===== src/rtl/comet_ii_fetch_unit.sv =====
// COMET II fetch stage: owns the PC, issues one-word program-memory reads over a
// req/ack handshake and hands the returned word to the core FSM.
module comet_ii_fetch_unit #(
    parameter logic [15:0] RESET_PC = 16'h0000,
    parameter int unsigned TIMEOUT  = 15
) (
    input  logic        mclk,
    input  logic        rst,
    input  logic        init,
    input  logic        fetch,
    input  logic        jump,
    input  logic [15:0] jump_addr,
    output logic [15:0] mem_addr,
    output logic        mem_rd,
    input  logic        mem_ack,
    input  logic [15:0] mem_rdata,
    output logic [15:0] rdata,
    output logic        rdata_valid,
    output logic [15:0] pc,
    output logic        busy,
    output logic        fault
);

    typedef enum logic [0:0] {
        IDLE = 1'b0,
        WAIT = 1'b1
    } state_t;

    // Last counter value reached while still waiting; no ack on that edge means timeout.
    localparam logic [7:0] LAST_WAIT = 8'(TIMEOUT - 1);

    state_t      state_r;
    logic [15:0] pc_r;
    logic [15:0] mem_addr_r;
    logic        mem_rd_r;
    logic [15:0] rdata_r;
    logic        rdata_valid_r;
    logic        busy_r;
    logic        fault_r;
    logic [7:0]  wait_cnt_r;
    logic        jump_pending_r;
    logic [15:0] jump_target_r;

    // Fetch FSM: PC, memory request, returned word and timeout fault.
    always_ff @(posedge mclk) begin
        if (rst) begin
            state_r        <= IDLE;
            pc_r           <= RESET_PC;
            mem_addr_r     <= 16'h0000;
            mem_rd_r       <= 1'b0;
            rdata_r        <= 16'h0000;
            rdata_valid_r  <= 1'b0;
            busy_r         <= 1'b0;
            fault_r        <= 1'b0;
            wait_cnt_r     <= 8'd0;
            jump_pending_r <= 1'b0;
            jump_target_r  <= 16'h0000;
        end else begin
            rdata_valid_r <= 1'b0;
            case (state_r)
                IDLE: begin
                    // A late ack arriving here is deliberately ignored.
                    if (init) begin
                        pc_r           <= RESET_PC;
                        fault_r        <= 1'b0;
                        jump_pending_r <= 1'b0;
                    end else if (fetch && !fault_r) begin
                        mem_addr_r     <= jump ? jump_addr : pc_r;
                        mem_rd_r       <= 1'b1;
                        busy_r         <= 1'b1;
                        wait_cnt_r     <= 8'd0;
                        jump_pending_r <= 1'b0;
                        state_r        <= WAIT;
                        if (jump) begin
                            pc_r <= jump_addr;
                        end else begin
                            pc_r <= pc_r;
                        end
                    end else if (jump) begin
                        pc_r <= jump_addr;
                    end else begin
                        pc_r <= pc_r;
                    end
                end
                WAIT: begin
                    if (init) begin
                        // Abort outranks a same-cycle ack; its data is dropped.
                        mem_rd_r       <= 1'b0;
                        busy_r         <= 1'b0;
                        pc_r           <= RESET_PC;
                        fault_r        <= 1'b0;
                        jump_pending_r <= 1'b0;
                        state_r        <= IDLE;
                    end else if (mem_ack) begin
                        rdata_r        <= mem_rdata;
                        rdata_valid_r  <= 1'b1;
                        mem_rd_r       <= 1'b0;
                        busy_r         <= 1'b0;
                        jump_pending_r <= 1'b0;
                        state_r        <= IDLE;
                        if (jump) begin
                            pc_r <= jump_addr;
                        end else if (jump_pending_r) begin
                            pc_r <= jump_target_r;
                        end else begin
                            pc_r <= mem_addr_r + 16'd1;
                        end
                    end else if (wait_cnt_r == LAST_WAIT) begin
                        mem_rd_r       <= 1'b0;
                        busy_r         <= 1'b0;
                        fault_r        <= 1'b1;
                        jump_pending_r <= 1'b0;
                        state_r        <= IDLE;
                    end else begin
                        wait_cnt_r <= wait_cnt_r + 8'd1;
                        if (jump) begin
                            jump_target_r  <= jump_addr;
                            jump_pending_r <= 1'b1;
                        end else begin
                            jump_target_r  <= jump_target_r;
                        end
                    end
                end
                default: begin
                    state_r        <= IDLE;
                    mem_rd_r       <= 1'b0;
                    busy_r         <= 1'b0;
                    jump_pending_r <= 1'b0;
                end
            endcase
        end
    end

    assign mem_addr    = mem_addr_r;
    assign mem_rd      = mem_rd_r;
    assign rdata       = rdata_r;
    assign rdata_valid = rdata_valid_r;
    assign pc          = pc_r;
    assign busy        = busy_r;
    assign fault       = fault_r;

endmodule


===== config.mk =====
export PLATFORM = sky130hd
export DESIGN_NAME = comet_ii_fetch_unit
export DESIGN_NICKNAME = d
export VERILOG_FILES = /design/src/rtl/comet_ii_fetch_unit.sv
export SDC_FILE = /design/constraint.sdc
export NUM_CORES = 1
export LEC_CHECK = 0
export ABC_AREA = 1
export BUFFER_PORTS_ARGS = -buffer_cell sky130_fd_sc_hd__buf_2
export CORE_ASPECT_RATIO = 0.7
export CORE_MARGIN = 2
export CORE_UTILIZATION = 45
export CTS_BUF_LIST = sky130_fd_sc_hd__clkbuf_4 sky130_fd_sc_hd__clkbuf_8 sky130_fd_sc_hd__clkbuf_16
export CTS_CLUSTER_DIAMETER = 150
export DETAILED_ROUTE_END_ITERATION = 12
export PLACE_DENSITY = 0.69
export REMOVE_ABC_BUFFERS = 1
export SETUP_SLACK_MARGIN = 0.15
export SLEW_MARGIN = 0
export SYNTH_ARGS = -nofsm -noshare
export SYNTH_HDL_FRONTEND = slang
export SYNTH_SLANG_ARGS = --single-unit

===== constraint.sdc =====
create_clock -name mclk -period 2.2 [get_ports mclk]
set_input_delay 0.33 -clock mclk [delete_from_list [all_inputs] [get_ports mclk]]
set_output_delay 0.33 -clock mclk [all_outputs]
set_load 0.03 [all_outputs]

# Yosys cells after proc, flatten, opt, wreduce, memory -nomap -nowiden
# Cells that the tools add are included.
[word_totals]
output_inout_bits = 52
wordCells = 77
ramBits = 0
reg_bits = 77
romBits = 0
n_memories = 0
latchBits = 0
in_bits = 38
[op_classes]
eq_ne = 13
shift = 0
n_reduce_logical = 10
n_addsub = 2
magnitude_cmp = 0
n_mux = 38
div_mod_pow = 0
n_mul = 0
n_bitwise = 4
[op_table]
columns = ["op", "count"]
rows = [
  ["16-bit 2-to-1 mux", 6],
  ["8-bit 2-to-1 mux", 5],
  ["16-bit one-hot mux with 2 select lines", 1],
  ["1-bit 2-to-1 mux", 21],
  ["16-bit by 1-bit adder with 16-bit output, second input constant", 1],
  ["8-bit one-hot mux with 2 select lines", 1],
  ["2-bit inequality test, second input constant", 6],
  ["3-bit AND reduction", 4],
  ["5-bit AND reduction", 2],
  ["3-bit inequality test, second input constant", 3],
  ["8-bit by 1-bit adder with 8-bit output, second input constant", 1],
  ["8-bit by 4-bit == test with 1-bit output, second input constant", 1],
  ["1-bit one-hot mux with 2 select lines", 4],
  ["5-bit by 4-bit inequality test with 1-bit output, second input constant", 1],
  ["4-bit by 3-bit inequality test with 1-bit output, second input constant", 1],
  ["1-bit NOT", 4],
  ["3-bit by 2-bit inequality test with 1-bit output, second input constant", 1],
  ["3-bit OR reduction", 1],
  ["2-bit AND reduction", 1],
  ["1-bit logical AND", 1],
  ["1-bit logical NOT", 1],
]

# Longest topological paths before layout
# Gate-level depths: netlist of the first run.
[logic_depth]
ltp_word = 6
depth_mapped = 9
mapped_depth_nobuf = 9

# Least setup slack after synthesis of the first run
# No wires, ideal clock.
[synth_timing]
kind = "reg2reg"
start = "register mem_addr_r[1], in the netlist mem_addr[1]"
end = "register pc_r[8], in the netlist pc[8]"
period_less_slack_ps = 1664
required_ps = 2083
path_stages_with_launch = 9
path_buffers = 0
arrival_ps = 1546
setup_ps = 117
slack_ps = 536
cell_sequence = "dfxtp_1 > ha_1 > nand2_1 > nor2_2 > nand4_1 > nand3_1 > nand2_1 > a21oi_1 > nor2_1"
[synth_between]
elab_chain_len = 6
[synth_rtl]
columns = ["item", "line_no", "rtl"]
rows = [
  ["start, declared", "34", "logic [15:0] mem_addr_r;"],
  ["start signal, assigned", "68", "mem_addr_r <= jump ? jump_addr : pc_r;"],
  ["16-bit by 1-bit adder with 16-bit output", "106", "pc_r <= mem_addr_r + 16'd1;"],
  ["16-bit 2-to-1 mux", "103", "end else if (jump_pending_r) begin"],
  ["16-bit 2-to-1 mux", "101", "if (jump) begin"],
  ["16-bit 2-to-1 mux", "94", "end else if (mem_ack) begin"],
  ["16-bit 2-to-1 mux", "86", "if (init) begin"],
  ["16-bit one-hot mux with 2 select lines", "60", "case (state_r)"],
  ["end signal, assigned", "102", "pc_r <= jump_addr;"],
  ["end signal, assigned", "104", "pc_r <= jump_target_r;"],
  ["end signal, assigned", "106", ""],
  ["end, declared", "33", "logic [15:0] pc_r;"],
]
# Every way passes these cells. The select of a mux whose other input is x is not followed.
# A chain may end at the register's enable or synchronous reset.

# Final worst setup path of the first run
[layout_timing]
start = "register state_r"
end = "register wait_cnt_r[2]"
[layout_between]
elab_chain_len = 3
word_cells_on_any_way = 8
cone_classes = "5 x eq/ne; 1 x mux; 1 x bitwise; 1 x reduce/logical"
[layout_rtl]
columns = ["item", "line_no", "rtl"]
rows = [
  ["start, declared", "32", "state_t state_r;"],
  ["start signal, assigned", "47", "state_r <= IDLE;"],
  ["start signal, assigned", "73", "state_r <= WAIT;"],
  ["start signal, assigned", "93", "state_r <= IDLE;"],
  ["1-bit NOT (no line)", "n/a", ""],
  ["2-bit inequality test (no line)", "n/a", ""],
  ["5-bit AND reduction (no line)", "n/a", ""],
  ["end signal, assigned", "115", "wait_cnt_r <= wait_cnt_r + 8'd1;"],
  ["end, declared", "40", "logic [7:0] wait_cnt_r;"],
]
# Several ways; a longest one is shown, not always the timed one.

==> results of run 1 <==
## cell families (layout without fill, tap and decap cells)
logic type | after synthesis | count (layout) | share of synthesized area
compound gates | 139 | 139 | 0.1866
flops | 77 | 77 | 0.3997
simple gates | 279 | 279 | 0.3105
fa+ha+maj | 3 | 3 | 0.009735
buf+inv | 79 | 164 | 0.08436
xor+xnor | 4 | 4 | 0.009087
## sequential cells by signal, indices dropped and copies added, names as in the netlist
signal / flops
state_r: 1
rdata_valid: 1
fault: 1
rdata: 16
jump_pending_r: 1
mem_addr: 16
wait_cnt_r: 8
busy: 1
jump_target_r: 16
pc: 16
## placed cells by master, fill, tap and decap left out
cell type   instances
o221ai_1            1
o21bai_1            2
buf_4              14
bufinv_16           1
clkbuf_16           9
xor2_1              2
clkinv_2            3
dfxtp_1            77
clkbuf_4            1
or2_1               2
o21ai_0            39
nor2_4              2
a21oi_1            89
nand4_1             7
o31ai_1             1
or2_2               7
nor2_2              2
a31oi_1             5
nand3_1            54
xnor2_1             2
inv_1              44
nand2_1           117
o21ai_2             1
inv_2               2
nand2_2             3
nor2_1             73
ha_1                3
clkinvlp_4          1
nor3_1             12
o211ai_1            1
buf_2              89
## metal layers
layer	up-vias	track usage
met4	0	0.09390
met2	182	0.3905
met3	13	0.05978
met5	-	0
met1	1864	0.3699
li1	2070	-
## critical path, cell delays in order, from the launching register on
cell and delay, ns:
dfxtp_1 0.37, nor2_2 0.37, nand2_1 0.36, nand2_2 0.28
nand2_1 0.09, o21ai_0 0.16, a21oi_1 0.06
## report_power, final
part           leakage [nW]  switching [W]  internal (W)
clock network         0.142       0.000563      0.000878
registers             0.625      0.0000423       0.00144
logic                  1.24       0.000288      0.000136
total                  2.01       0.000894       0.00245
## layout make-up
cell class / count / area (um2)
Tap cell: 105 / 131.4
Multi-Input combinational cell: 425 / 1989
Clock buffer: 10 / 232.7
Sequential cell: 77 / 1541
Fill cell: 826 / 3702
Clock inverter: 5 / 52.55
Inverter: 46 / 172.7
Timing Repair Buffer: 103 / 550.5
## worst paths after layout
| path | start | end | slack [ns] | depth (start not counted) |
|---|---|---|---|---|
| min reg2reg | jump_target_r[3] | jump_target_r[3] | 0.45 | 2 |
| max reg2reg | state_r | wait_cnt_r[2] | 0.39 | 6 |
| min | mem_rdata[5] | rdata[5] | 0.26 | 3 |
| max | state_r | wait_cnt_r[2] | 0.39 | 6 |
## per-stage QoR
step	instance area [um2]	std cells	hold WS (ns)	power [W]	utilization
after floorplan	3704	548	0.3991	0.001745	-
after global placement	4385	756	0.4328	0.001921	0.5238
after detailed placement	4385	756	0.4442	0.001928	0.5238
after CTS	4671	771	0.2537	0.003371	0.5578
after global routing	4671	771	0.2669	0.003478	0.5578
final	4671	771	0.2600	0.003344	0.5578
==> impl_metrics.toml, run 1 <==
[detailed_routing]
drtIter0Drc = 381
top_layer = "met4"
wl_met3_um = 939
drc_errors = 0
vias = 4129
drt_wl_total_mm = 11.75
dr_wl_met2_mm = 5.047
drt-met1-wl_mm = 5.638
vias_per_cell = 5.355
detail_route.wl_per_cell_um = 15.25
drt-pass1-iter-count = 7
ant_nets = 0

[sta]
finalSetupTns_ns = 0
min_period_ns = 1.811
rsz0062_at_grt = "no"
max-slew-margin-rel = 0.4870
slew_viol_final = 0
setup_viol = 0
max_freq_mhz = 552.2
post-route-period-util = 0.8231
tightest_slew_ns = 0.7686
fin_ws_ns = 0.3891
skew_ns = 0.008225
finalHoldViolations = 0

[die]
core_area_um2 = 8373
rows = 28
die_w_um = 114.6
dieArea_um2 = 9338
initial_core_util = 0.4605
ios = 90
die_h_um = 81.45

[global_route]
grt_pass1_wl_mm = 18.71
grt_pass1_vias = 3755
grt_use_total = 0.2613
grt_max_degree = 51
grt_antenna_before_repair = 0
overflow = 0

[synthesis]
ys_warn_count = 0
yosys-top-cells-area = "dfxtp_1 (40%), a21oi_1 (12%), nand2_1 (11%)"
yosysSeqAreaShare = 0.3997
yosysTopAreaCellShare = 0.3997
yosysMostFrequentCell = "nand2_1"
synth_flop_cell = "dfxtp_1"
synthTopCellsByCount = "nand2_1 (117), a21oi_1 (89), dfxtp_1 (77)"
synth_edf_count = 0
ys_types = 29
syn_area_per_cell_um2 = 6.637
synthesis.area_um2 = 3856
postSynthCellCount = 581
synthArstFlopShare = 0
yosys.area.top_type = "dfxtp_1"
ys_ff_latch = 77

[final_layout]
diodes = 0
layout-drive-gt1-share = 0.2027
areaGrowthSynthToFinish_pct = 21.12
finalNetCount = 703

[clock_tree]
cts_sinks = 77
cts_buffers = 9
cts-resized-gates = 0
ctsHoldBuffers = 0
cts-root-buf = "clkbuf_16"
clkTransAtPathRegs_ns = 0.06
htreeDepth = 3
post_cts_buffers = 0
clk_path_buf_depth = 2
clock_latency_ns = 0.34
cts_tree = "done"

[power]
power_density_nw_per_um2 = 715.9
ir_worst_vdd_mv = 0.3700
p_leak_nw = 2.009

[place]
place.gp.congestion = 0.9881
place_ws_ns = 0.3745
place_hpwl_mm = 8.036
io_buffers = 89

[min_path]
hp-class = "primary input to register"

[flow_run]
maxCapViolCount = 0

[critical_path]
required_ns = 2.42
critPathKind = "register to register"
startpoint_type = "register"
worst-path-max-fanout = 10
cp-end-kind = "register"
critPathArrivalTime_ns = 2.03

[run_status]
status = "complete, no violations"
(Power assumes the default switching activity.)
==> run 2, diff against run 1 <==
Settings changed: PLACE_DENSITY 0.69 to 0.71.
Clock period 2.2 ns to 1.54 ns, I/O delays scaled along.
==> impl_metrics.toml, run 2 (same netlist as run 1, synthesis figures left out) <==
[run_status]
status = "complete, no violations"

[die]
ios = 90
dieArea_um2 = 9338
rows = 28
core_area_um2 = 8373
die_w_um = 114.6
initial_core_util = 0.4605
die_h_um = 81.45

[detailed_routing]
detail_route.wl_per_cell_um = 16.41
vias_per_cell = 5.639
ant_nets = 0
drtIter0Drc = 393
drt-pass1-iter-count = 5
drc_errors = 0
vias = 4556
drt_wl_total_mm = 13.26

[final_layout]
diodes = 0
layout-drive-gt1-share = 0.3499
finalNetCount = 739
seqCellArea_um2 = 1562
n_fill_cell = 721
stdcell_count = 808
areaGrowthSynthToFinish_pct = 38.58
multiInputGateArea_um2 = 2295
final_cell_mix = "nand2_1 (99), buf_2 (89), nor2_1 (66), a21oi_1 (66), dfxtp_1 (65)"
design_area_um2 = 5344
layout_commonest_cell = "nand2_1"

[global_route]
use_met2 = 0.4302
grtUsageMet3 = 0.07970
grt_pass1_wl_mm = 19.70
grt_antenna_before_repair = 0
overflow = 0
top_usage_layer = "met2"
grt_pass1_vias = 3962
grt_use_total = 0.2743
use_met1 = 0.3716
grt_max_degree = 42

[clock_tree]
clkTransAtPathRegs_ns = 0.06
cts_sinks = 77
cts-root-buf = "clkbuf_16"
cts_tree = "done"
clk_path_buf_depth = 2
clock_latency_ns = 0.35
htreeDepth = 3
cts_buffers = 9
ctsHoldBuffers = 0

[place]
place_hpwl_mm = 8.620
dp_cells = 781
place_area_um2 = 4611
io_buffers = 89
place.gp.congestion = 0.8467
place_ws_ns = -0.01740

[critical_path]
r2r-start = "wait_cnt_r[0]"
critPathKind = "register to register"
cp_cell_sequence = "inv_2 > ha_4 > nand3_4 > nor2_4 > nor2_4 > nand2_4 > buf_8 > nand2_4 > a21oi_2"
worst-path-max-fanout = 6
cp-end-kind = "register"
crit_path_top_delay_cell = "dfxtp_2"
critPathArrivalTime_ns = 1.66
required_ns = 1.77
max_stage_delay_ns = 0.33
r2r_slack_ns = 0.11
crit_start = "wait_cnt_r[0]"
startpoint_type = "register"

[sta]
finalHoldViolations = 0
max-slew-margin-rel = 0.6445
max_freq_mhz = 698.6
tightest_slew_ns = 0.5326
skew_ns = 0.007039
fin_hold_ws_ns = 0.1529
setup_viol = 0
post-route-period-util = 0.9295
fin_ws_ns = 0.1086
rsz0062_at_grt = "yes"
slew_viol_final = 0
min_period_ns = 1.431

[flow_run]
maxCapViolCount = 0

[power]
ir_worst_vdd_mv = 0.5132
power_density_nw_per_um2 = 904.0
p_leak_nw = 2.261

[min_path]
hp-start = "mem_rdata[15]"
hp-class = "primary input to register"
==> run 2: cell types whose count changed in the layout (fill, tap and decap cells not counted), sizes merged <==
cell | before | now
buf | 103 | 139
bufinv | 1 | 0
clkbuf | 10 | 11
clkinvlp | 1 | 2
==> run 2: path summary, 6_finish.rpt <==
| path | to | cells after the start |
|---|---|---|
| worst max register to register | jump_target_r[6] | 9 |
| worst min register to register | jump_target_r[1] | 2 |
| worst max-delay path | jump_target_r[6] | 9 |
| worst min-delay path | rdata[15] | 3 |
==> run 2: what timing repair did <==
| item | 4_1_cts | 5_1_grt |
|---|---|---|
| buffers inserted | 2 | 8 |
| gates resized for setup | 33 | 87 |
| pin swaps | 6 | 27 |
| endpoints found under the setup margin | 33 | 40 |
| cloned | 1 | 0 |
==> run 2: area by class of cell <==
class                           instances  share of cell area
Multi-Input combinational cell        425              0.4294
Sequential cell                        77              0.2922
Inverter                               46             0.03278
Clock buffer                           11             0.04495
Tap cell                              105             0.02458
Timing Repair Buffer                  139              0.1690
Clock inverter                          5            0.007024
==> run 2: per-stage QoR <==
step | power (W) | TNS (ns) | util
floorplan | 0.002493 | -11.23 | -
global placement | 0.002784 | 0 | 0.5507
detailed placement | 0.002798 | -0.03792 | 0.5507
CTS | 0.004786 | 0 | 0.5983
global route | 0.005012 | 0 | 0.6382
finish | 0.004831 | 0 | 0.6382
==> run 2: critical path: cells and delay by family (launching register included) <==
kind | cells | cell delay [ns]
buffers and inverters | 2 | 0.21
DFF | 1 | 0.33
adders and majority gates | 1 | 0.16
AOI/OAI and AO/OA | 1 | 0.05
and+or+nand+nor | 5 | 0.55
==> run 2: per-layer routing <==
layer | wire length [um] | vias to the layer above
met3 | 1353 | 24
met1 | 5745 | 2131
met2 | 5952 | 248
met4 | 211 | 0
li1 | - | 2153
met5 | 0 | -
==> run 2: report_power, final <==
| part | total [W] | switching, W | internal (W) | leakage, nW |
|---|---|---|---|---|
| logic | 0.000722 | 0.000466 | 0.000255 | 1.50 |
| registers | 0.00211 | 0.0000551 | 0.00205 | 0.631 |
| clock network | 0.00200 | 0.000872 | 0.00113 | 0.133 |
